$ cat src/rtl/ex_stage.sv
// Execute stage of the RV32 pipeline: operand forwarding, ALU, branch/jump resolution
// and the EX/MEM pipeline register.
module ex_stage #(
  parameter int unsigned XLEN = 32
) (
  input  logic            CLK,
  input  logic            reset,
  input  logic [XLEN-1:0] rd1E,
  input  logic [XLEN-1:0] rd2E,
  input  logic [XLEN-1:0] pcE,
  input  logic [31:0]     rdE,
  input  logic [XLEN-1:0] extImmE,
  input  logic [XLEN-1:0] PCPlus4E,
  input  logic            regWriteE,
  input  logic            memWriteE,
  input  logic            jumpE,
  input  logic            branchE,
  input  logic            ALUsrcE,
  input  logic [3:0]      ALUcontrolE,
  input  logic [1:0]      ResultSrcE,
  input  logic [1:0]      ForwardAE,
  input  logic [1:0]      ForwardBE,
  input  logic [XLEN-1:0] ResultW,
  output logic            PCSrcE,
  output logic [XLEN-1:0] PCTargetE,
  output logic [XLEN-1:0] ALUResultM,
  output logic [XLEN-1:0] WriteDataM,
  output logic [XLEN-1:0] PCPlus4M,
  output logic [4:0]      rdM,
  output logic            regWriteM,
  output logic            memWriteM,
  output logic [1:0]      ResultSrcM
);

  typedef enum logic [3:0] {
    AluAdd  = 4'b0000,
    AluSub  = 4'b0001,
    AluAnd  = 4'b0010,
    AluOr   = 4'b0011,
    AluXor  = 4'b0100,
    AluSlt  = 4'b0101,
    AluSltu = 4'b0110,
    AluSll  = 4'b0111,
    AluSrl  = 4'b1000,
    AluSra  = 4'b1001,
    AluLui  = 4'b1010
  } alu_op_e;

  logic [XLEN-1:0] w_src_a;
  logic [XLEN-1:0] w_write_data;
  logic [XLEN-1:0] w_src_b;
  logic [XLEN-1:0] w_alu_result;
  logic [4:0]      w_shamt;
  logic            w_zero;
  logic            w_unused_rd;

  logic [XLEN-1:0] r_alu_result;
  logic [XLEN-1:0] r_write_data;
  logic [XLEN-1:0] r_pc_plus4;
  logic [4:0]      r_rd;
  logic            r_reg_write;
  logic            r_mem_write;
  logic [1:0]      r_result_src;

  // Upper destination-index bits are carried by ID/EX but have no meaning here.
  assign w_unused_rd = ^rdE[31:5];

  // Code 11 is not produced by the hazard unit; it falls back to the register-file value.
  always_comb begin
    w_src_a = rd1E;
    case (ForwardAE)
      2'b01:   w_src_a = ResultW;
      2'b10:   w_src_a = r_alu_result;
      default: w_src_a = rd1E;
    endcase
  end

  always_comb begin
    w_write_data = rd2E;
    case (ForwardBE)
      2'b01:   w_write_data = ResultW;
      2'b10:   w_write_data = r_alu_result;
      default: w_write_data = rd2E;
    endcase
  end

  assign w_src_b = ALUsrcE ? extImmE : w_write_data;
  assign w_shamt = w_src_b[4:0];

  always_comb begin
    w_alu_result = '0;
    case (ALUcontrolE)
      AluAdd:  w_alu_result = w_src_a + w_src_b;
      AluSub:  w_alu_result = w_src_a - w_src_b;
      AluAnd:  w_alu_result = w_src_a & w_src_b;
      AluOr:   w_alu_result = w_src_a | w_src_b;
      AluXor:  w_alu_result = w_src_a ^ w_src_b;
      AluSlt:  w_alu_result = {{(XLEN-1){1'b0}}, $signed(w_src_a) < $signed(w_src_b)};
      AluSltu: w_alu_result = {{(XLEN-1){1'b0}}, w_src_a < w_src_b};
      AluSll:  w_alu_result = w_src_a << w_shamt;
      AluSrl:  w_alu_result = w_src_a >> w_shamt;
      AluSra:  w_alu_result = $unsigned($signed(w_src_a) >>> w_shamt);
      AluLui:  w_alu_result = w_src_b;
      default: w_alu_result = '0;
    endcase
  end

  assign w_zero    = (w_alu_result == '0);
  assign PCTargetE = pcE + extImmE;
  assign PCSrcE    = jumpE | (branchE & w_zero);

  always_ff @(posedge CLK) begin
    if (reset) begin
      r_alu_result <= '0;
      r_write_data <= '0;
      r_pc_plus4   <= '0;
      r_rd         <= '0;
      r_reg_write  <= 1'b0;
      r_mem_write  <= 1'b0;
      r_result_src <= '0;
    end else begin
      r_alu_result <= w_alu_result;
      r_write_data <= w_write_data;
      r_pc_plus4   <= PCPlus4E;
      r_rd         <= rdE[4:0];
      r_reg_write  <= regWriteE;
      r_mem_write  <= memWriteE;
      r_result_src <= ResultSrcE;
    end
  end

  assign ALUResultM = r_alu_result;
  assign WriteDataM = r_write_data;
  assign PCPlus4M   = r_pc_plus4;
  assign rdM        = r_rd;
  assign regWriteM  = r_reg_write;
  assign memWriteM  = r_mem_write;
  assign ResultSrcM = r_result_src;

endmodule
$ cat config.mk
export PLATFORM = sky130hd
export DESIGN_NAME = ex_stage
export DESIGN_NICKNAME = d
export VERILOG_FILES = /design/src/rtl/ex_stage.sv
export SDC_FILE = /design/constraint.sdc
export NUM_CORES = 1
export LEC_CHECK = 0
export BUFFER_PORTS_ARGS = -buffer_cell sky130_fd_sc_hd__buf_2
export CORE_MARGIN = 2
export CORE_UTILIZATION = 45
export CTS_BUF_LIST = sky130_fd_sc_hd__clkbuf_2 sky130_fd_sc_hd__clkbuf_4 sky130_fd_sc_hd__clkbuf_8
export DETAILED_ROUTE_END_ITERATION = 10
export PLACE_DENSITY = 0.67
export SYNTH_ARGS = -nofsm -noshare
export SYNTH_HDL_FRONTEND = slang
export SYNTH_SLANG_ARGS = --single-unit
$ cat constraint.sdc
create_clock -name CLK -period 19.4 [get_ports CLK]
set_input_delay 1.94 -clock CLK [delete_from_list [all_inputs] [get_ports CLK]]
set_output_delay 1.94 -clock CLK [all_outputs]
set_load 0.02 [all_outputs]
==> results.sh <==
export IMPL_drc=0
export IMPL_cts_repair_resized=0
export IMPL_dominantRegCellSynth="sky130_fd_sc_hd__dfxtp_1"
export IMPL_fmaxAchievable_mhz=89.0
export IMPL_holdCritStartpoint="ALUResultM[16]$_SDFF_PP0_"
export IMPL_synth_edff_count=0
export IMPL_stdcell_area_sq_mm=0.0166
export IMPL_number_of_antenna_violations_at_the_first_check_in_global_routing=5
export IMPL_netlist_top_cell_by_area="sky130_fd_sc_hd__dfxtp_1"
export IMPL_timing_rr_start="ALUResultM[0]$_SDFF_PP0_"
export IMPL_first_pass_iters=6
export IMPL_final_hold_worst_slack_ps=704
export IMPL_start_util=0.458
export IMPL_synth_warnings=0
export IMPL_timing_critical_path_required_ps=17460
export IMPL_grt_setup_unrepaired="no"
export IMPL_cts_reportedPaths_clkPinSlew_ps=110
export IMPL_vias_in_the_first_global_route=16500
export IMPL_tightest_slew_ps=1300
export IMPL_placementRows=65
export IMPL_syn_inst=2010
export IMPL_number_of_clock_buffers_inserted_by_tritoncts=9
export IMPL_vdd_ir_drop_worst_mv=0.0393
export IMPL_fp_dieW_um=183
export IMPL_post_synth_cell_area_avg_sq_um=7.18
export IMPL_core_area_sq_mm=0.0316
export IMPL_totalNegativeSetupSlack_ps=0
export IMPL_cts_hold_repair_buffers=0
export IMPL_period_needed_ps=11240
export IMPL_globalplace_congestion=1.01
export IMPL_numClockSinks=105
export IMPL_total_die_area_sq_mm=0.0335
export IMPL_io_pin_count=379
export IMPL_hold_violation_count_in_the_final_report=0
export IMPL_run_status="completed"
export IMPL_avgViaCountPerCell=6.53
export IMPL_worst_slack_ps=8160
export IMPL_synth_top_cells_by_area="sky130_fd_sc_hd__dfxtp_1 (15%), sky130_fd_sc_hd__ha_1 (11%), sky130_fd_sc_hd__mux2i_1 (8.3%)"
export IMPL_grt_pass1_wl_um=103000
export IMPL_vias_after_detailed_routing=17500
export IMPL_asyncSetResetFlopFracSynth=0
export IMPL_track_usage=0.408
export IMPL_ctsLongestPathBuffers=2
export IMPL_launch_point_of_the_critical_path="ForwardBE[0]"
export IMPL_synth_top_cell_area_share=0.146
export IMPL_leakagePower_nw=7.63
export IMPL_finish_net_count=2649
export IMPL_syn2layout_area_growth_pct=15.1
export IMPL_timing_worst_setup_path_type="primary input to output pin"
export IMPL_layout_core_utilization=0.527
export IMPL_layout_worst_path_cycle_share=0.579
export IMPL_maxCapViolCount=0
export IMPL_number_of_pins_with_negative_max_slew_slack_in_the_final_report=0
export IMPL_root_buffer="sky130_fd_sc_hd__clkbuf_8"
export IMPL_fill_cells=3285
export IMPL_fin_skew_ps=17.8
export IMPL_timing_critical_path_arrival_ps=9300
export IMPL_pre_cts_slack_ps=8380
export IMPL_global_route_overflow_total=0
export IMPL_power_density_mw_per_mm2=67.0
export IMPL_holdCritPathClass="flop to flop"
export IMPL_tritoncts="yes"
export IMPL_synth_seq_area_share=0.146
export IMPL_timing_max_slew_rel_slack=0.124
export IMPL_syn_nets=2386
export IMPL_htree_levels=3
export IMPL_wl_per_cell_um=26.2
export IMPL_place_hpwl_um=55600
export IMPL_timing_critical_path_to_type="output pin"
export IMPL_postCtsSetupBuffers=0
export IMPL_final_antenna_net_count=0
export IMPL_start_kind="primary input"
export IMPL_placed_cell_area_sq_mm=0.0164
export IMPL_timing_critical_path_fanout_max=50
export IMPL_finalSetupViolations=0
export IMPL_synth_cell_area_sq_mm=0.0144
export IMPL_drive_above_1_share=0.203
export IMPL_synth_seq_cells=105
export IMPL_maximum_number_of_pins_on_one_net_before_global_route_repair=66
export IMPL_route_final_wire_length_um=70500
export IMPL_ys_types=89
export IMPL_port_buffers=351
export IMPL_drtIter0Drc=2087
export IMPL_clock_insertion_delay_worst_skew_ps=410
export IMPL_die_h_um=183
-- power by group --
group          leakage [nW]  switching, mW  internal [mW]
logic                  6.65          0.477          0.244
registers             0.870         0.0116          0.233
clock network         0.107         0.0940         0.0531
-- flip-flops by register name, indices dropped and copies added, names as in the netlist --
name and flops:
ALUResultM 32, PCPlus4M 32, ResultSrcM 2, WriteDataM 32, memWriteM 1, rdM 5
regWriteM 1
-- cells in the mapped netlist (41+ instances only) --
master and instances:
sky130_fd_sc_hd__nor2_1 211, sky130_fd_sc_hd__o21ai_0 171, sky130_fd_sc_hd__nand2_1 164, sky130_fd_sc_hd__a21oi_1 145, sky130_fd_sc_hd__ha_1 132, sky130_fd_sc_hd__mux2i_1 120, sky130_fd_sc_hd__inv_1 106, sky130_fd_sc_hd__dfxtp_1 105
sky130_fd_sc_hd__clkbuf_1 91, sky130_fd_sc_hd__nor2b_1 62, sky130_fd_sc_hd__a22oi_1 51, sky130_fd_sc_hd__nor3_1 41, sky130_fd_sc_hd__xnor2_1 41
-- layout make-up --
type | instances | area [sq um] | share of cell area
sequential | 105 | 2100 | 0.126
multi-input combinational | 1659 | 11400 | 0.683
timing repair buffer | 385 | 2010 | 0.121
clock inverter | 7 | 88.8 | 0.00534
tap | 402 | 503 | 0.0303
inverter | 113 | 424 | 0.0255
antenna | 6 | 15.0 | 0.000903
clock buffer | 9 | 124 | 0.00745
-- through the flow --
step,std cells,power [mW]
2_1_floorplan,2010,0.722
3_3_place_gp,2664,0.940
3_5_place_dp,2664,0.945
4_1_cts,2680,1.09
5_1_grt,2685,1.17
6_report,2686,1.11
-- cells by family after synthesis --
logic type                 after synthesis  synth area share
muxes                                  145             0.103
DFF                                    105             0.146
buffers and inverters                  246            0.0704
and+or+nand+nor                        619             0.199
xor gates and xnor gates                55            0.0334
AOI/OAI and AO/OA                      705             0.330
adders and majority gates              135             0.119
-- worst max-delay path, stage by stage --
cell and delay [ps]:
sky130_fd_sc_hd__buf_2 120, sky130_fd_sc_hd__inv_1 50, sky130_fd_sc_hd__ha_1 540, sky130_fd_sc_hd__buf_4 380, sky130_fd_sc_hd__nand2b_1 160, sky130_fd_sc_hd__o221ai_4 180, sky130_fd_sc_hd__buf_4 580, sky130_fd_sc_hd__inv_2 50
sky130_fd_sc_hd__buf_4 330, sky130_fd_sc_hd__ha_1 350, sky130_fd_sc_hd__fa_1 480, sky130_fd_sc_hd__nand2b_1 210, sky130_fd_sc_hd__a2111oi_0 760, sky130_fd_sc_hd__nor3_1 250, sky130_fd_sc_hd__o311a_1 460, sky130_fd_sc_hd__nand2b_1 190
sky130_fd_sc_hd__nor3_1 170, sky130_fd_sc_hd__o21ai_1 120, sky130_fd_sc_hd__xor2_1 160, sky130_fd_sc_hd__a211oi_1 420, sky130_fd_sc_hd__nand4_1 170, sky130_fd_sc_hd__nor4_2 420, sky130_fd_sc_hd__and4_1 310, sky130_fd_sc_hd__a41o_1 190
sky130_fd_sc_hd__buf_2 170
-- metal layers --
layer,track usage,up-vias,part of all wire
li1,-,7929,-
met1,0.509,8238,0.39
met2,0.661,1140,0.45
met3,0.0836,221,0.10
met4,0.217,0,0.060
met5,0,-,0
-- path summary, 6_finish.rpt --
check                               to  slack (ps)  cells past startpoint
max reg2reg  ALUResultM[31]$_SDFF_PP0_       13440                     19
min          WriteDataM[16]$_SDFF_PP0_         700                      3
min reg2reg  WriteDataM[16]$_SDFF_PP0_         700                      3
max                             PCSrcE        8160                     25
-- placed cells by master, fill, tap and decap left out, drive strengths merged, types with 41 or more instances in the layout --
master,Yosys,layout
nor2b,62,62
a21oi,145,145
nand2,164,164
xnor2,41,41
o21ai,194,194
buf,42,385
inv,111,115
a22oi,52,52
mux2i,121,121
nor2,211,211
nor3,41,41
dfxtp,105,105
ha,132,132
Note: power is estimated with default switching activity, not from simulation.
